===== config.mk =====
export PLATFORM = sky130hd
export DESIGN_NAME = pipo_write_arbiter_flat
export DESIGN_NICKNAME = d
export VERILOG_FILES = /design/src/rtl/pipo_write_arbiter_if.sv /design/src/rtl/pipo_write_arbiter.sv /design/src/flat_wrapper.sv
export SDC_FILE = /design/constraint.sdc
export NUM_CORES = 1
export LEC_CHECK = 0
export BUFFER_PORTS_ARGS = -buffer_cell sky130_fd_sc_hd__buf_2
export CAP_MARGIN = 10
export CORE_UTILIZATION = 51
export DETAILED_ROUTE_END_ITERATION = 8
export GPL_ROUTABILITY_DRIVEN = 1
export GPL_TIMING_DRIVEN = 1
export HOLD_SLACK_MARGIN = 0.05
export PLACE_DENSITY = 0.85
export SLEW_MARGIN = 20
export SYNTH_ARGS = -nofsm -noshare
export SYNTH_HDL_FRONTEND = slang
export SYNTH_SLANG_ARGS = --single-unit
export TNS_END_PERCENT = 50

===== constraint.sdc =====
create_clock -name clk -period 4.1 [get_ports clk]
set_input_delay 0.82 -clock clk [delete_from_list [all_inputs] [get_ports clk]]
set_output_delay 0.82 -clock clk [all_outputs]
set_load 0.03 [all_outputs]

===== src/rtl/pipo_write_arbiter_if.sv =====
// Write-request bus between client requesters and the PIPO write arbiter.
// Clients drive req/data_in; the arbiter returns grant and the stored-word status.
interface pipo_write_arbiter_if #(
    parameter int N = 4,
    parameter int R = 4
);
    localparam int OW = (R > 1) ? $clog2(R) : 1;

    logic [R-1:0]   req;
    logic [R*N-1:0] data_in;
    logic [R-1:0]   grant;
    logic [N-1:0]   parallel_out;
    logic [OW-1:0]  owner;
    logic           updated;
    logic           busy;

    modport master (
        output req, data_in,
        input  grant, parallel_out, owner, updated, busy
    );

    modport slave (
        input  req, data_in,
        output grant, parallel_out, owner, updated, busy
    );
endinterface


===== src/rtl/pipo_write_arbiter.sv =====
// Round-robin, four-phase write arbiter in front of the shared N-bit PIPO register.
// One requester is granted at a time and its word is loaded on the edge leaving GRANT.
module pipo_write_arbiter #(
    parameter int N = 4,
    parameter int R = 4
) (
    input  logic                  clk,
    input  logic                  reset,
    pipo_write_arbiter_if.slave   bus
);
    localparam int OW = (R > 1) ? $clog2(R) : 1;
    localparam logic [OW-1:0] LAST_IDX  = OW'(R - 1);
    localparam logic [R-1:0]  GRANT_LSB = {{(R-1){1'b0}}, 1'b1};

    typedef enum logic [1:0] {
        IDLE    = 2'b00,
        GRANT   = 2'b01,
        RELEASE = 2'b10
    } state_t;

    state_t         state_r;
    logic [OW-1:0]  ptr_r;
    logic [OW-1:0]  win_r;
    logic [R-1:0]   grant_r;
    logic [N-1:0]   pout_r;
    logic [OW-1:0]  owner_r;
    logic           updated_r;
    logic           busy_r;
    logic [OW-1:0]  pick_s;
    logic [N-1:0]   sel_s;

    // First set request at or above p, wrapping modulo R.
    function automatic logic [OW-1:0] pick_winner(input logic [R-1:0] r, input logic [OW-1:0] p);
        logic [OW-1:0] w;
        logic          found;
        int            idx;
        w     = '0;
        found = 1'b0;
        for (int k = 0; k < R; k++) begin
            idx = (int'(p) + k) % R;
            if (!found && r[idx]) begin
                w     = OW'(idx);
                found = 1'b1;
            end else begin
                found = found;
            end
        end
        return w;
    endfunction

    // Round-robin winner from the live request vector.
    always_comb begin
        pick_s = pick_winner(bus.req, ptr_r);
    end

    // Write-data slice belonging to the latched winner.
    always_comb begin
        sel_s = '0;
        for (int i = 0; i < R; i++) begin
            if (win_r == OW'(i)) begin
                sel_s = bus.data_in[i*N +: N];
            end else begin
                sel_s = sel_s;
            end
        end
    end

    // Arbitration FSM with registered grant, stored word and status outputs.
    always_ff @(posedge clk or negedge reset) begin
        if (!reset) begin
            state_r   <= IDLE;
            ptr_r     <= '0;
            win_r     <= '0;
            grant_r   <= '0;
            pout_r    <= '0;
            owner_r   <= '0;
            updated_r <= 1'b0;
            busy_r    <= 1'b0;
        end else begin
            case (state_r)
                IDLE: begin
                    updated_r <= 1'b0;
                    if (|bus.req) begin
                        win_r   <= pick_s;
                        grant_r <= GRANT_LSB << pick_s;
                        state_r <= GRANT;
                        busy_r  <= 1'b1;
                    end else begin
                        grant_r <= '0;
                        state_r <= IDLE;
                        busy_r  <= 1'b0;
                    end
                end
                GRANT: begin
                    // Commit regardless of req[win] so a fast-dropping winner still writes.
                    grant_r   <= '0;
                    pout_r    <= sel_s;
                    owner_r   <= win_r;
                    ptr_r     <= (win_r == LAST_IDX) ? '0 : win_r + OW'(1);
                    updated_r <= 1'b1;
                    state_r   <= RELEASE;
                    busy_r    <= 1'b1;
                end
                RELEASE: begin
                    grant_r   <= '0;
                    updated_r <= 1'b0;
                    if (bus.req[win_r]) begin
                        state_r <= RELEASE;
                        busy_r  <= 1'b1;
                    end else begin
                        state_r <= IDLE;
                        busy_r  <= 1'b0;
                    end
                end
                default: begin
                    grant_r   <= '0;
                    updated_r <= 1'b0;
                    state_r   <= IDLE;
                    busy_r    <= 1'b0;
                end
            endcase
        end
    end

    assign bus.grant        = grant_r;
    assign bus.parallel_out = pout_r;
    assign bus.owner        = owner_r;
    assign bus.updated      = updated_r;
    assign bus.busy         = busy_r;
endmodule

===== src/flat_wrapper.sv =====
// flat-port wrapper written by rule: the top's interface ports become plain ports
module pipo_write_arbiter_flat 
#(
    parameter int N = 4,
    parameter int R = 4
)
  (clk, reset, bus_req, bus_data_in, bus_grant, bus_parallel_out, bus_owner, bus_updated, bus_busy);
  pipo_write_arbiter_if #(.N(N), .R(R)) bus_i ();
  input  logic clk;
  input  logic reset;
  input wire logic [$bits(bus_i.req)-1:0] bus_req;
  input wire logic [$bits(bus_i.data_in)-1:0] bus_data_in;
  output wire logic [$bits(bus_i.grant)-1:0] bus_grant;
  output wire logic [$bits(bus_i.parallel_out)-1:0] bus_parallel_out;
  output wire logic [$bits(bus_i.owner)-1:0] bus_owner;
  output wire logic [$bits(bus_i.updated)-1:0] bus_updated;
  output wire logic [$bits(bus_i.busy)-1:0] bus_busy;
  assign bus_i.req = bus_req;
  assign bus_i.data_in = bus_data_in;
  assign bus_grant = bus_i.grant;
  assign bus_parallel_out = bus_i.parallel_out;
  assign bus_owner = bus_i.owner;
  assign bus_updated = bus_i.updated;
  assign bus_busy = bus_i.busy;
  pipo_write_arbiter #(.N(N), .R(R)) u_core (.clk(clk), .reset(reset), .bus(bus_i));
endmodule

---- Yosys cells after proc, flatten, opt, wreduce, memory -nomap -nowiden ----
Cells that the tools add are included.
cells by class
  add/subtract/negate cells ............... 4
  mux-type cells .......................... 34
  $mul .................................... 0
  shift-type cells ........................ 1
  eq/ne operators ......................... 5
  magnitude comparators ................... 5
  bitwise gates (word level) .............. 3
  reduce and logical (&&, ||, !) cells .... 13
  divide/modulo/power cells ............... 0
operator list
  operator                                                    count
  2-to-1 mux 4 bit                                            6
  2-to-1 mux 1 bit                                            15
  less-than comparator 3 x 4 -> 1 bit, second input constant  3
  2-to-1 mux 2 bit                                            6
  binary-select mux 1 bit (select 2 bit)                      5
  equality test 2 bit, second input constant                  3
  less-than comparator 2 x 3 -> 1 bit, second input constant  2
  one-hot mux 2 bit (3 select lines)                          1
  OR reduction 2 bit                                          3
  adder 2 x 1 -> 2 bit, second input constant                 2
  adder 2 bit, second input constant                          2
  equality test 2 x 1 -> 1 bit, second input constant         2
  zero test 2 bit                                             2
  OR reduction 4 bit                                          1
  left shift 1 x 2 -> 4 bit, first input constant             1
  AND 1 bit, first input constant                             3
  logical AND 1 bit                                           3
  zero test 1 bit                                             3
  one-hot mux 1 bit (3 select lines)                          1
  AND reduction 2 bit                                         1
storage, ports and cells
  flip-flop bits (word level) ............. 18
  memory bits (writable) .................. 0
  memories kept ........................... 0
  output and inout port bits .............. 12
  bits in latches ......................... 0
  bits in read-only memories .............. 0

---- Depth between registers and ports, before layout ----
  word-level depth ........................ 17
  depth in mapped cells ................... 7

---- Worst setup path after synthesis ----
No wires, ideal clock.
  path kind ............................... in2reg
  start ................................... in bus_req[3]
  end ..................................... reg u_core.win_r[1]
  buffers on the path ..................... 1
  arrival ................................. 1.620 ns
  setup slack ............................. 2.355 ns
  stages on the path ...................... 5
  path through ............................ nor4_1 or3_1 buf_6 inv_4 mux2_4
between the ends
  cells in the longest elaborated chain, start to end .. 12
RTL lines
  element                                 line                      RTL
  start: declaration                      flat_wrapper.sv:11        input wire logic [$bits(bus_i.req)-1:0] bus_req;
  binary-select mux 1 bit (select 2 bit)  pipo_write_arbiter.sv:41  if (!found && r[idx]) begin
  2-to-1 mux 1 bit (implied by the code)  pipo_write_arbiter.sv:41
  2-to-1 mux 1 bit                        pipo_write_arbiter.sv:41
  zero test 1 bit                         pipo_write_arbiter.sv:41
  logical AND 1 bit                       pipo_write_arbiter.sv:41
  2-to-1 mux 1 bit                        pipo_write_arbiter.sv:41
  zero test 1 bit                         pipo_write_arbiter.sv:41
  logical AND 1 bit                       pipo_write_arbiter.sv:41
  2-to-1 mux 1 bit                        pipo_write_arbiter.sv:41
  zero test 1 bit                         pipo_write_arbiter.sv:41
  logical AND 1 bit                       pipo_write_arbiter.sv:41
  2-to-1 mux 2 bit                        pipo_write_arbiter.sv:41
  end signal: assignment                  pipo_write_arbiter.sv:84  win_r <= pick_s;
  end: declaration                        pipo_write_arbiter.sv:23  logic [OW-1:0] win_r;
Several ways; a longest one is shown, not always the timed one. The select of a mux whose other input is x is not followed.
A chain may end at the register's enable or synchronous reset.

---- Final worst setup path ----
  start ................................... reg u_core.pout_r[3] (netlist: u_core.bus.parallel_out[3])
  end ..................................... out bus_parallel_out[3]
RTL lines
  element                   line                      RTL
  start: declaration        pipo_write_arbiter.sv:25  logic [N-1:0] pout_r;
  start signal: assignment  pipo_write_arbiter.sv:97  pout_r <= sel_s;
  end: declaration          flat_wrapper.sv:14        output wire logic [$bits(bus_i.parallel_out)-1:0] bus_parallel_out;
No word-level cell between the ends.

==> metrics <==
Slew @ Worst Pin=between 400 and 500 ps; mean post-synth cell area=9.94 sq um; cts repair resizes=0; core area=0.00159 sq mm; Crit path arrival time=880 ps; RePlAce Congestion=0.768; first-pass GRT wire length=2.93 mm; DR vias/cell=around 5.3; Max Transition Viols Final=0; Worst R2R End=u_core.bus.parallel_out[3]$_DFFE_PN0P_; number of synthesized flops with an enable pin=0; largest net degree at the start of global routing=19; die height=between 40 and 50 um; crit path to=bus_parallel_out[3]; skew final=around 8 ps; TritonCTS Sinks=18; Inserted Diodes=0; leak pwr=0.603 nW; RSZ-0062 raised after global routing=no; crit path kind=register to primary output; register bit total from synthesis=18; WP buf/inv=1; Synth Instances=92; status=finished clean; crit path launch type=register; Non-Filler Instances=about 150; drt first-iter violations=17; grt ovf=0; CTS max path bufs=2; worst reg-to-reg path cell count=6; R2R Setup Slk=2440 ps; P per Cell Area=793 mW/mm^2; Post-Place Worst Slack=roughly 2100 ps; Area Growth Syn to Fin=22.8%; Hold Buf Count CTS=0; final setup TNS=0 ps; max frequency=about 0.59 GHz; RR Startpoint=u_core.win_r[1]$_DFFE_PN0P_; Avg WL per Cell=12.2 um; die area=0.00197 sq mm; vias in the first global route=slightly below 700; CTS tree=yes; VDD IR-drop max=418 uV; layout net count=152; final instance area=between 0.001 and 0.0015 sq mm; endpoints failing setup=0; period utilisation layout=41.4%; Worst-Skew Late Latency=about 300 ps; max-capacitance violation count=0; # rows=14; TritonRoute pass-1 iters=5; min Tclk post-route=between 1500 and 2000 ps; final worst slack=roughly 2400 ps; Antenna Nets Post-Route=0; Post-Synthesis Cell Area=915 sq um; DP Cell Count=145; CP endpoint kind=primary output; endpoints failing hold=0; PnR Total Power=0.891 mW; Max-slew headroom=68.4%; Initial Util=57.4%; Worst Setup SP=u_core.bus.parallel_out[3]$_DFFE_PN0P_; Netlist cell types=29; Top delay family on crit path=flip-flops; IO Pins=34; Num CTS Buffers=3; ys async rst share=100%; Routed WL=around 1.8 mm; crit path max-delay cell type=dfrtp_1; Layout fillers=130; Final Core Density=70.5%; hold slack=418 ps; Worst path max stage delay=400 ps; htree depth=1; antenna violations before repair=0; register area share after synthesis=49.2%; Reg clk slew, reported paths=110 ps; placed instance area=~0.0011 sq mm; clock tree root driver cell=clkbuf_4; worst path cell trace=buf_2; Worst EP required=3280 ps; critical path depth=1; layout cells sized above 1=32.0%; gr usage total=between 20% and 30%; detailed placer's ending HPWL=approximately 1.4 mm; Mapped Nets=118; via count=787; Horiz. Die Dim=44.4 um; Worst Hold Class=input pin to async pin; Residual DRC=0; Crit Path Max Fanout=2; postcts setup bufs=0; port bufs=33; Synth Flop Type=dfrtp_1; Syn. warnings=0
[layout make-up]
cell class	instances	area [sq um]	area share, %
Inverter	8	32.5	2.90
Clock buffer	4	36.3	3.23
Tap cell	24	30.0	2.67
Sequential cell	18	450	40.1
Multi-Input combinational cell	62	409	36.4
Timing Repair Buffer	33	165	14.7
[worst reg2reg max path, stage by stage (launching register included)]
cell      delay (ps)
dfrtp_1          470
inv_1            100
ha_1             260
nor2b_1          230
a221oi_1         130
a211o_1          290
a21oi_1          130
[registers in the layout, indices dropped and copies added, names as in the netlist]
register and flops:
u_core.state_r 2, u_core.bus.updated 1, u_core.bus.busy 1, u_core.win_r 2
u_core.bus.parallel_out 4, u_core.bus.owner 2, u_core.bus.grant 4, u_core.ptr_r 2
[per-layer routing]
layer  GRT usage, %  vias up  wire, um
li1               -      386         -
met5              0        -         0
met1           27.3      373       816
met2           34.1       23       904
met4           9.09        0        31
met3           3.67        5        67
[worst min path at each step]
stage,end,cells after the start,slack [ps],from
finish,u_core.bus.owner[1]$_DFFE_PN0P_,1,420,reset
global route,u_core.bus.grant[2]$_DFF_PN0_,1,450,reset
CTS,u_core.bus.owner[1]$_DFFE_PN0P_,1,440,reset
detailed placement,u_core.bus.owner[0]$_DFFE_PN0P_,2,470,u_core.bus.owner[0]$_DFFE_PN0P_
global placement,u_core.bus.owner[1]$_DFFE_PN0P_,2,460,u_core.bus.owner[1]$_DFFE_PN0P_
floorplan,u_core.ptr_r[0]$_DFFE_PN0P_,2,470,u_core.ptr_r[0]$_DFFE_PN0P_
[Yosys cell counts, types with 2 or more instances]
library cell  count  area (sq um)
a211o_1           3          26.3
nand2_1          11          41.3
inv_1             7          26.3
clkbuf_1          3          11.3
nor3b_1           2          15.0
o21ai_0           4          20.0
dfrtp_1          18           450
ha_1              4          50.1
a221oi_1          4          35.0
nor2_1            7          26.3
nor2b_1           3          18.8
nor3_1            2          10.0
a21oi_1           8          40.0
[cell families after synthesis]
logic type	Yosys count	synth area share, %
and+or+nand+nor	34	19.0
adders and majority gates	4	5.47
buffers and inverters	12	6.02
muxes	2	4.51
DFF	18	49.2
AOI/OAI and AO/OA	22	15.7
[cells in the final DEF (no fill, tap or decap), types with 2 or more instances in the layout]
cell	count
a221oi_1	4
ha_1	4
clkbuf_4	3
nor3b_1	2
nand2_1	11
a211o_1	3
inv_1	7
dfrtp_1	18
nor3_1	2
nor2_1	7
nor2b_1	3
buf_2	33
a21oi_1	8
o21ai_0	4
[power breakdown]
group	switching [mW]	total, mW	internal [mW]
registers	0.0516	0.309	0.258
clock network	0.0565	0.111	0.0542
logic	0.294	0.471	0.176
total	0.403	0.891	0.488
No activity file was read; power rests on OpenSTA's default activity.
